--- src/rtl/dsp_ctrl_pkg.sv ---
// Shared definitions for the DSP-slice MAC sequencer.
//   - opmode words driven to the slice (X/Z mux select, bits 7:4 always 0)
//   - sequencer state encoding
//   - slice pipeline register configuration that the sequencer timing assumes
package dsp_ctrl_pkg;

    // X=M, Z=0 : starts a new sum, so stale P never leaks into a packet
    localparam logic [7:0] OPM_MUL_ONLY = 8'h01;
    // X=M, Z=P : accumulate onto the running sum
    localparam logic [7:0] OPM_MUL_ACC  = 8'h09;

    typedef enum logic [1:0] {
        INIT   = 2'd0,
        ACCEPT = 2'd1,
        DRAIN  = 2'd2,
        RESULT = 2'd3
    } mac_state_e;

    // Slice configuration the sequencer is timed against
    localparam int SLICE_A0REG     = 0;
    localparam int SLICE_B0REG     = 0;
    localparam int SLICE_A1REG     = 1;
    localparam int SLICE_B1REG     = 1;
    localparam int SLICE_MREG      = 1;
    localparam int SLICE_PREG      = 1;
    localparam int SLICE_OPMODEREG = 1;
    localparam     SLICE_RSTTYPE   = "SYNC";
    localparam     SLICE_B_INPUT   = "DIRECT";

    // Opmode for the sample arriving at the opmode register this cycle.
    // With no sample in flight the accumulate word is held; it is harmless
    // because CEP is low for bubbles.
    function automatic logic [7:0] opmode_for(input logic vld, input logic first);
        return (vld && first) ? OPM_MUL_ONLY : OPM_MUL_ACC;
    endfunction

endpackage

--- src/rtl/dsp_mac_sequencer_tag.sv ---
// dsp_tag_pipe: (valid, first) delay line that shadows samples through the
// slice pipeline.
//   clk, rst_n      clock / async active-low reset
//   in_vld          a pair is accepted this cycle
//   in_first        that pair is the first of its packet
//   op_vld/op_first tag OP_DELAY cycles after acceptance (drives opmode)
//   cep             tag valid P_LAT-1 cycles after acceptance (drives CEP)
//   last_in_p       a sample has just landed in P and nothing is behind it
module dsp_tag_pipe #(
    parameter int P_LAT    = 3,
    parameter int OP_DELAY = 1
) (
    input  logic clk,
    input  logic rst_n,
    input  logic in_vld,
    input  logic in_first,
    output logic op_vld,
    output logic op_first,
    output logic cep,
    output logic last_in_p
);

    // stage k holds the tag of the pair accepted k edges ago
    logic [P_LAT:1]    vld_pipe;
    logic [OP_DELAY:1] first_pipe;

    always_ff @(posedge clk or negedge rst_n) begin
        if (!rst_n) begin
            vld_pipe   <= '0;
            first_pipe <= '0;
        end else begin
            vld_pipe[1]   <= in_vld;
            first_pipe[1] <= in_vld & in_first;
            for (int i = 2; i <= P_LAT; i++)    vld_pipe[i]   <= vld_pipe[i-1];
            for (int i = 2; i <= OP_DELAY; i++) first_pipe[i] <= first_pipe[i-1];
        end
    end

    assign op_vld    = vld_pipe[OP_DELAY];
    assign op_first  = first_pipe[OP_DELAY];
    assign cep       = vld_pipe[P_LAT-1];
    // final sample reached P: dsp_p is complete for the packet this cycle
    assign last_in_p = vld_pipe[P_LAT] & ~(|vld_pipe[P_LAT-1:1]);

endmodule

--- src/rtl/dsp_mac_sequencer.sv ---
// dsp_mac_sequencer: drives one DSP slice as a streaming multiply-accumulate.
//   s_*     operand stream (valid/ready, s_last ends a packet)
//   m_*     result stream: sum of a*b, slice carry-out, pair count
//   dsp_*   slice A/B/OPMODE, CE (A/B/M/OPMODE), CEP, RST and P/CARRYOUT
// A packet ends on s_last or when the pair counter reaches its maximum.
module dsp_mac_sequencer
    import dsp_ctrl_pkg::*;
#(
    parameter int P_LAT    = SLICE_A0REG + SLICE_A1REG + SLICE_MREG + SLICE_PREG,
    parameter int OP_DELAY = SLICE_OPMODEREG,
    parameter int CNT_W    = 16
) (
    input  logic             clk,
    input  logic             rst_n,
    input  logic             s_valid,
    output logic             s_ready,
    input  logic [17:0]      s_a,
    input  logic [17:0]      s_b,
    input  logic             s_last,
    output logic             m_valid,
    input  logic             m_ready,
    output logic [47:0]      m_p,
    output logic             m_carryout,
    output logic [CNT_W-1:0] m_count,
    output logic [17:0]      dsp_a,
    output logic [17:0]      dsp_b,
    output logic [7:0]       dsp_opmode,
    output logic             dsp_ce,
    output logic             dsp_cep,
    output logic             dsp_rst,
    input  logic [47:0]      dsp_p,
    input  logic             dsp_carryout
);

    // accepting with this count makes the counter saturate
    localparam logic [CNT_W-1:0] CNT_LAST = {{(CNT_W-1){1'b1}}, 1'b0};

    mac_state_e       state_q, state_d;
    logic [CNT_W-1:0] cnt_q;
    logic             accept;
    logic             op_vld, op_first, last_in_p;

    assign accept = (state_q == ACCEPT) && s_valid;

    dsp_tag_pipe #(
        .P_LAT    (P_LAT),
        .OP_DELAY (OP_DELAY)
    ) u_tag (
        .clk       (clk),
        .rst_n     (rst_n),
        .in_vld    (accept),
        .in_first  (cnt_q == '0),
        .op_vld    (op_vld),
        .op_first  (op_first),
        .cep       (dsp_cep),
        .last_in_p (last_in_p)
    );

    always_ff @(posedge clk or negedge rst_n) begin
        if (!rst_n) state_q <= INIT;
        else        state_q <= state_d;
    end

    always_comb begin
        state_d = state_q;
        s_ready = 1'b0;
        dsp_ce  = 1'b0;
        dsp_rst = 1'b0;
        m_valid = 1'b0;
        case (state_q)
            INIT: begin
                dsp_rst = 1'b1;
                state_d = ACCEPT;
            end
            ACCEPT: begin
                s_ready = 1'b1;
                dsp_ce  = 1'b1;
                if (s_valid && (s_last || cnt_q == CNT_LAST)) state_d = DRAIN;
            end
            DRAIN: begin
                // keep M/opmode registers moving so the tail samples reach P
                dsp_ce = 1'b1;
                if (last_in_p) state_d = RESULT;
            end
            RESULT: begin
                m_valid = 1'b1;
                if (m_ready) state_d = ACCEPT;
            end
            default: state_d = INIT;
        endcase
    end

    // Operands pass straight through only while a pair is actually taken;
    // bubbles load zero, which CEP then ignores.
    assign dsp_a      = accept ? s_a : '0;
    assign dsp_b      = accept ? s_b : '0;
    assign dsp_opmode = (state_q == INIT) ? 8'h00 : opmode_for(op_vld, op_first);

    always_ff @(posedge clk or negedge rst_n) begin
        if (!rst_n) begin
            cnt_q <= '0;
        end else if (state_q == RESULT && m_ready) begin
            cnt_q <= '0;
        end else if (accept) begin
            cnt_q <= cnt_q + 1'b1;
        end
    end

    // Result registers load on entry to RESULT and hold until the next packet
    always_ff @(posedge clk or negedge rst_n) begin
        if (!rst_n) begin
            m_p        <= '0;
            m_carryout <= 1'b0;
            m_count    <= '0;
        end else if (state_q == DRAIN && last_in_p) begin
            m_p        <= dsp_p;
            m_carryout <= dsp_carryout;
            m_count    <= cnt_q;
        end
    end

endmodule

--- config.mk ---
export PLATFORM = sky130hd
export DESIGN_NAME = dsp_mac_sequencer
export DESIGN_NICKNAME = d
export VERILOG_FILES = /design/src/rtl/dsp_ctrl_pkg.sv /design/src/rtl/dsp_mac_sequencer_tag.sv /design/src/rtl/dsp_mac_sequencer.sv
export SDC_FILE = /design/constraint.sdc
export NUM_CORES = 1
export LEC_CHECK = 0
export ABC_AREA = 1
export CAP_MARGIN = 10
export CELL_PAD_IN_SITES_DETAIL_PLACEMENT = 0
export CELL_PAD_IN_SITES_GLOBAL_PLACEMENT = 1
export CORE_MARGIN = 2
export CORE_UTILIZATION = 31
export CTS_CLUSTER_SIZE = 25
export DETAILED_ROUTE_END_ITERATION = 12
export HOLD_SLACK_MARGIN = 0.12
export PLACE_DENSITY_LB_ADDON = 0.1
export SLEW_MARGIN = 0
export SYNTH_ARGS = -nofsm -noshare
export SYNTH_HDL_FRONTEND = slang
export SYNTH_SLANG_ARGS = --single-unit
--- constraint.sdc ---
create_clock -name clk -period 3.8 [get_ports clk]
set_input_delay 0.57 -clock clk [delete_from_list [all_inputs] [get_ports clk]]
set_output_delay 0.57 -clock clk [all_outputs]
set_load 0.03 [all_outputs]
=== Word level (Yosys, flattened, before mapping) ===
Index checks and enable logic that the tools add are counted.

* Register bits after elaboration: 87
* Input bits: 90
* Output and inout port bits: 114
* Word-level logic and storage cells: 44

* $add $sub $neg: 1
* Eq/ne operators: 7
* Multiplexer cells: 14
* Bitwise logic cells: 3
* Reductions and logical operators: 12

{| class="wikitable"
|+ Operators with widths
! operator !! number
|-
| $mux W18 || 2
|-
| $mux W16 || 2
|-
| $add A16 B1 Y16 const B || 1
|-
| $eq A16 B16 Y1 const B || 1
|-
| $logic_not A16 Y1 || 1
|-
| $mux W4 || 2
|-
| $pmux W2 S4 || 1
|-
| $mux W2 || 3
|-
| $logic_and A1 B1 Y1 || 5
|-
| $eq A2 B2 Y1 const B || 2
|-
| $mux W1 || 4
|-
| $ne A2 B2 Y1 const B || 2
|-
| $reduce_or A2 Y1 || 2
|-
| $reduce_and A3 Y1 || 1
|-
| $and A1 B1 Y1 || 2
|-
| $eq A2 B1 Y1 const B || 1
|-
| $logic_not A2 Y1 || 1
|-
| $ne A2 B1 Y1 const B || 1
|-
| $reduce_bool A2 Y1 || 1
|-
| $logic_or A1 B1 Y1 || 1
|-
| $not A1 Y1 || 1
|}

=== Depth between registers and ports, before layout ===
* Depth in word-level cells: 5
* Depth in mapped cells: 11

=== Hierarchy ===
A second synthesis with hierarchy kept.

* Cells, all modules: 400
* Area total of the unflattened synthesis: 3946.3 um^2

{| class="wikitable"
|+ Modules (own cells, without submodules)
! module !! times used !! cells each !! area an instance (um^2) !! sequential area each (um^2)
|-
| dsp_mac_sequencer || 1 || 391 || 3824.9 || 2077.0
|-
| dsp_tag_pipe || 1 || 9 || 121.4 || 100.1
|}

=== Worst setup path before layout ===
No wires, ideal clock.

* Path kind: reg-to-output
* From: register state_q[1]
* To: output dsp_a[10]
* Arrival: 1.658 ns
* Required time: 3.230 ns
* Setup slack: 1.572 ns
* Cell stages (with the launch flop): 6
* Path through: dfrtp_1 > inv_1 > ha_1 > nand2_2 > buf_1 > nor2_1

* Word-level cells in the longest chain between the ends: 3

{| class="wikitable"
|+ RTL lines
! what !! line !! RTL
|-
| start, declared || dsp_mac_sequencer.sv:38 || <nowiki>mac_state_e state_q, state_d;</nowiki>
|-
| start signal, assigned || dsp_mac_sequencer.sv:61 || <nowiki>else state_q <= state_d;</nowiki>
|-
| $eq A2 B1 Y1 || dsp_mac_sequencer.sv:43 || <nowiki>assign accept = (state_q == ACCEPT) && s_valid;</nowiki>
|-
| $logic_and A1 B1 Y1 || dsp_mac_sequencer.sv:43 ||
|-
| $mux W18 || dsp_mac_sequencer.sv:95 || <nowiki>assign dsp_a = accept ? s_a : '0;</nowiki>
|-
| end, declared || dsp_mac_sequencer.sv:25 || <nowiki>output logic [17:0] dsp_a,</nowiki>
|}

No other way between the ends.

=== Worst setup path after layout ===
* From: register state_q[1]
* To: output dsp_b[12]

* Word-level cells in the longest chain between the ends: 3

{| class="wikitable"
|+ RTL lines
! what !! line !! RTL
|-
| $eq A2 B1 Y1 || dsp_mac_sequencer.sv:43 ||
|-
| $logic_and A1 B1 Y1 || dsp_mac_sequencer.sv:43 ||
|-
| $mux W18 || dsp_mac_sequencer.sv:96 || <nowiki>assign dsp_b = accept ? s_b : '0;</nowiki>
|-
| end, declared || dsp_mac_sequencer.sv:26 || <nowiki>output logic [17:0] dsp_b,</nowiki>
|}

No other way between the ends.

==> metrics.cfg <==
[route]
ant_nets = 0
routed_wl_um = 10100
vias = 3310
first_pass_iters = 4
viasPerCell = 4.33
first_iter_violations = 99
drc_errors = 0
routedWlPerCell_um = 13.2

[clocking]
clockBufferDepth = 2
cts_sinks = 87
cts_tree = built
h-tree-depth = 3
ctsHoldBuffers = 0
cts-root-buf = clkbuf_16
cts_buffers = 9
worstSkewPairLatency_ps = 340
cts_setup_buffers = 0
cts.clk_slew.worst_paths_ps = 70
ctsResizeCount = 0

[pwr]
p_sw_mw = 1.99
switching_share_pct = 40.8
p_leak_nw = 2.84
p_comb_share_pct = 51.4
internal-power_mw = 2.89
power_frac_seq_pct = 30.7
power_frac_clock_pct = 17.9
power_density_nw_per_um2 = 765
vdd_drop_max_mv = 0.258

[timing]
slew_viol_final = 0
relSlewSlack_pct = 33.1
min_period_over_period_pct = 81.1
fmax_mhz = 324
skew_ps = 7.22
tightest_slew_ps = 1000
setup-tns-final_ps = 0
setup_violations = 0
period_minus_slack_ps = 3080
hold_violations = 0
rsz0062_at_grt = false

[floorplanning]
row_count = 41
io_pins = 204
coreArea_sq_um = 12600
dieArea_sq_um = 13700
die_h_um = 117
die_w_um = 117
initial_core_util_pct = 31.5

[yosys]
synth_largest_area_cell = dfrtp_1
synth_edf_count = 0
yosys_warnings = 0
synth_top_area_share_pct = 54.9
synth_ff_type = dfrtp_1
ys_seq_area_share_pct = 54.9
synth_cells = 394
ys_ff_latch = 87
synth.area.top_cells = dfrtp_1 55%, mux2_2 8.0%, inv_1 6.2%
synth_cell_types = 31
avgSynthCellArea_sq_um = 10.1
syn_area_sq_um = 3960
async_flop_share_pct = 100

[cells_and_area]
n_fill_cell = 1186
postLayoutCellArea_sq_um = 6380
final_nets = 687
drive_gt1_share_pct = 9.95
diodes = 0
area_delta_synth_final_pct = 60.9
final_common_cell = clkdlybuf4s50_1
mostFrequentLayoutCells = 196 x clkdlybuf4s50_1, 87 x dfrtp_1, 65 x inv_1, 46 x nor2_1, 42 x nand2_1

[worst_setup_path]
crit_required_ps = 3230
critPathSlowestCell = clkdlybuf4s50_1
crit_path_start_kind = flop
reg2reg_from = state_q[1]$_DFFE_PN0P_
path_class = reg -> out
path_max_fanout = 43
cp-startpoint = state_q[1]$_DFFE_PN0P_
crit_path_cell_trace = inv_1 > ha_1 > nand2_2 > nor2_1 > clkdlybuf4s50_1
end_kind = output pin
cpPeakStageDelay_ps = 710
critPathArrivalTime_ps = 2510

[placed_design]
gp_congestion = 0.769
post-dp-hpwl_um = 7540
placed_area_sq_um = 6080
io_buffers = 197

[global_route]
grt_pass1_wl_um = 15200
grt_max_degree = 82
antenna_found_initial = 0
gr-total-overflow = 0
grt_usage_pct = 14.3
grt_pass1_vias = 3040

[flow_run]
max-cap-violations = 0

[min_path]
hold_path.class = in -> async

[run_status]
status = finished clean

## flip-flops by register name (all words and copies together) (netlist names)
name and flops:
cnt_q 16, m_carryout 1, m_count 16, m_p 48, state_q 2, u_tag.op_first 1
u_tag.vld_pipe 3
## synth_stat cells (2+ instances only)
library cell,number
nor2_1,46
ha_1,8
nand3_1,7
nand4_1,4
mux2_1,21
nor2_2,2
nand2_2,2
nor3_1,5
o21ai_1,2
buf_4,6
inv_1,65
nand3_2,3
buf_1,5
o21ai_0,26
nand2_1,42
dfrtp_1,87
nor4_1,3
mux2_2,28
a31oi_1,2
clkbuf_1,3
inv_2,3
a21oi_1,11
buf_2,5
## through the flow
step | power [mW] | hold WS, ps | instances | util [%] | worst slack, ps
final | 4.88 | 317 | 765 | 50.7 | 717
after global routing | 5.17 | 390 | 765 | 50.7 | 484
after CTS | 4.96 | 352 | 765 | 50.7 | 671
after detailed placement | 4.07 | 391 | 750 | 48.4 | 717
after global placement | 4.03 | 390 | 750 | 48.4 | 742
after floorplan | 2.94 | 274 | 399 | - | 1570
## critical path, delay by kind of cell, from the launching register on
family | cells | cell delay (ps)
buffers and inverters | 2 | 820
flip-flops | 1 | 410
AND/OR/NAND/NOR | 2 | 720
adder cells (fa/ha/maj) | 1 | 210
## final timing paths
path	end	slack, ps	cells after the start
min	m_p[2]$_DFFE_PN0P_	320	1
min in group clk	u_tag.vld_pipe[2]$_DFF_PN0_	410	0
max in group asynchronous	m_p[45]$_DFFE_PN0P_	2650	2
max	dsp_b[12]	720	5
max reg2reg	cnt_q[10]$_DFFE_PN0P_	1450	9
min reg2reg	u_tag.vld_pipe[2]$_DFF_PN0_	410	0
## power by group through the flow
stage	Sequential, mW	Combinational [mW]	Clock [mW]
finish	1.50	2.51	0.873
global route	1.55	2.68	0.942
CTS	1.51	2.55	0.904
detailed placement	1.52	2.54	0
global placement	1.50	2.53	0
floorplan	2.15	0.789	0
## routing by layer
layer / vias up / track usage, % / share of wire (%)
met5: - / 0 / 0
met4: 0 / 3.29 / 0.83
met3: 9 / 4.63 / 8.2
met2: 111 / 23.8 / 50
met1: 1556 / 18.1 / 41
li1: 1634 / - / -
## kinds of logic after synthesis
family / after synthesis / synth area share, %
AOI/OAI and AO/OA: 44 / 5.84
adders and majority gates: 8 / 2.53
buffers and inverters: 87 / 8.96
DFF: 87 / 54.9
muxes: 49 / 13.9
other: 1 / 0.0946
and+or+nand+nor: 118 / 13.7
## layout make-up
class / count / area, sq um / share of cell area [%]
clock inverters: 6 / 70.1 / 1.10
well taps: 172 / 215 / 3.37
clock buffers: 9 / 225 / 3.53
inverters: 68 / 255 / 4.00
repair buffers: 198 / 1980 / 31.0
multi-input cells: 225 / 1460 / 22.9
flip-flops and latches: 87 / 2180 / 34.1
(Power assumes the default switching activity.)
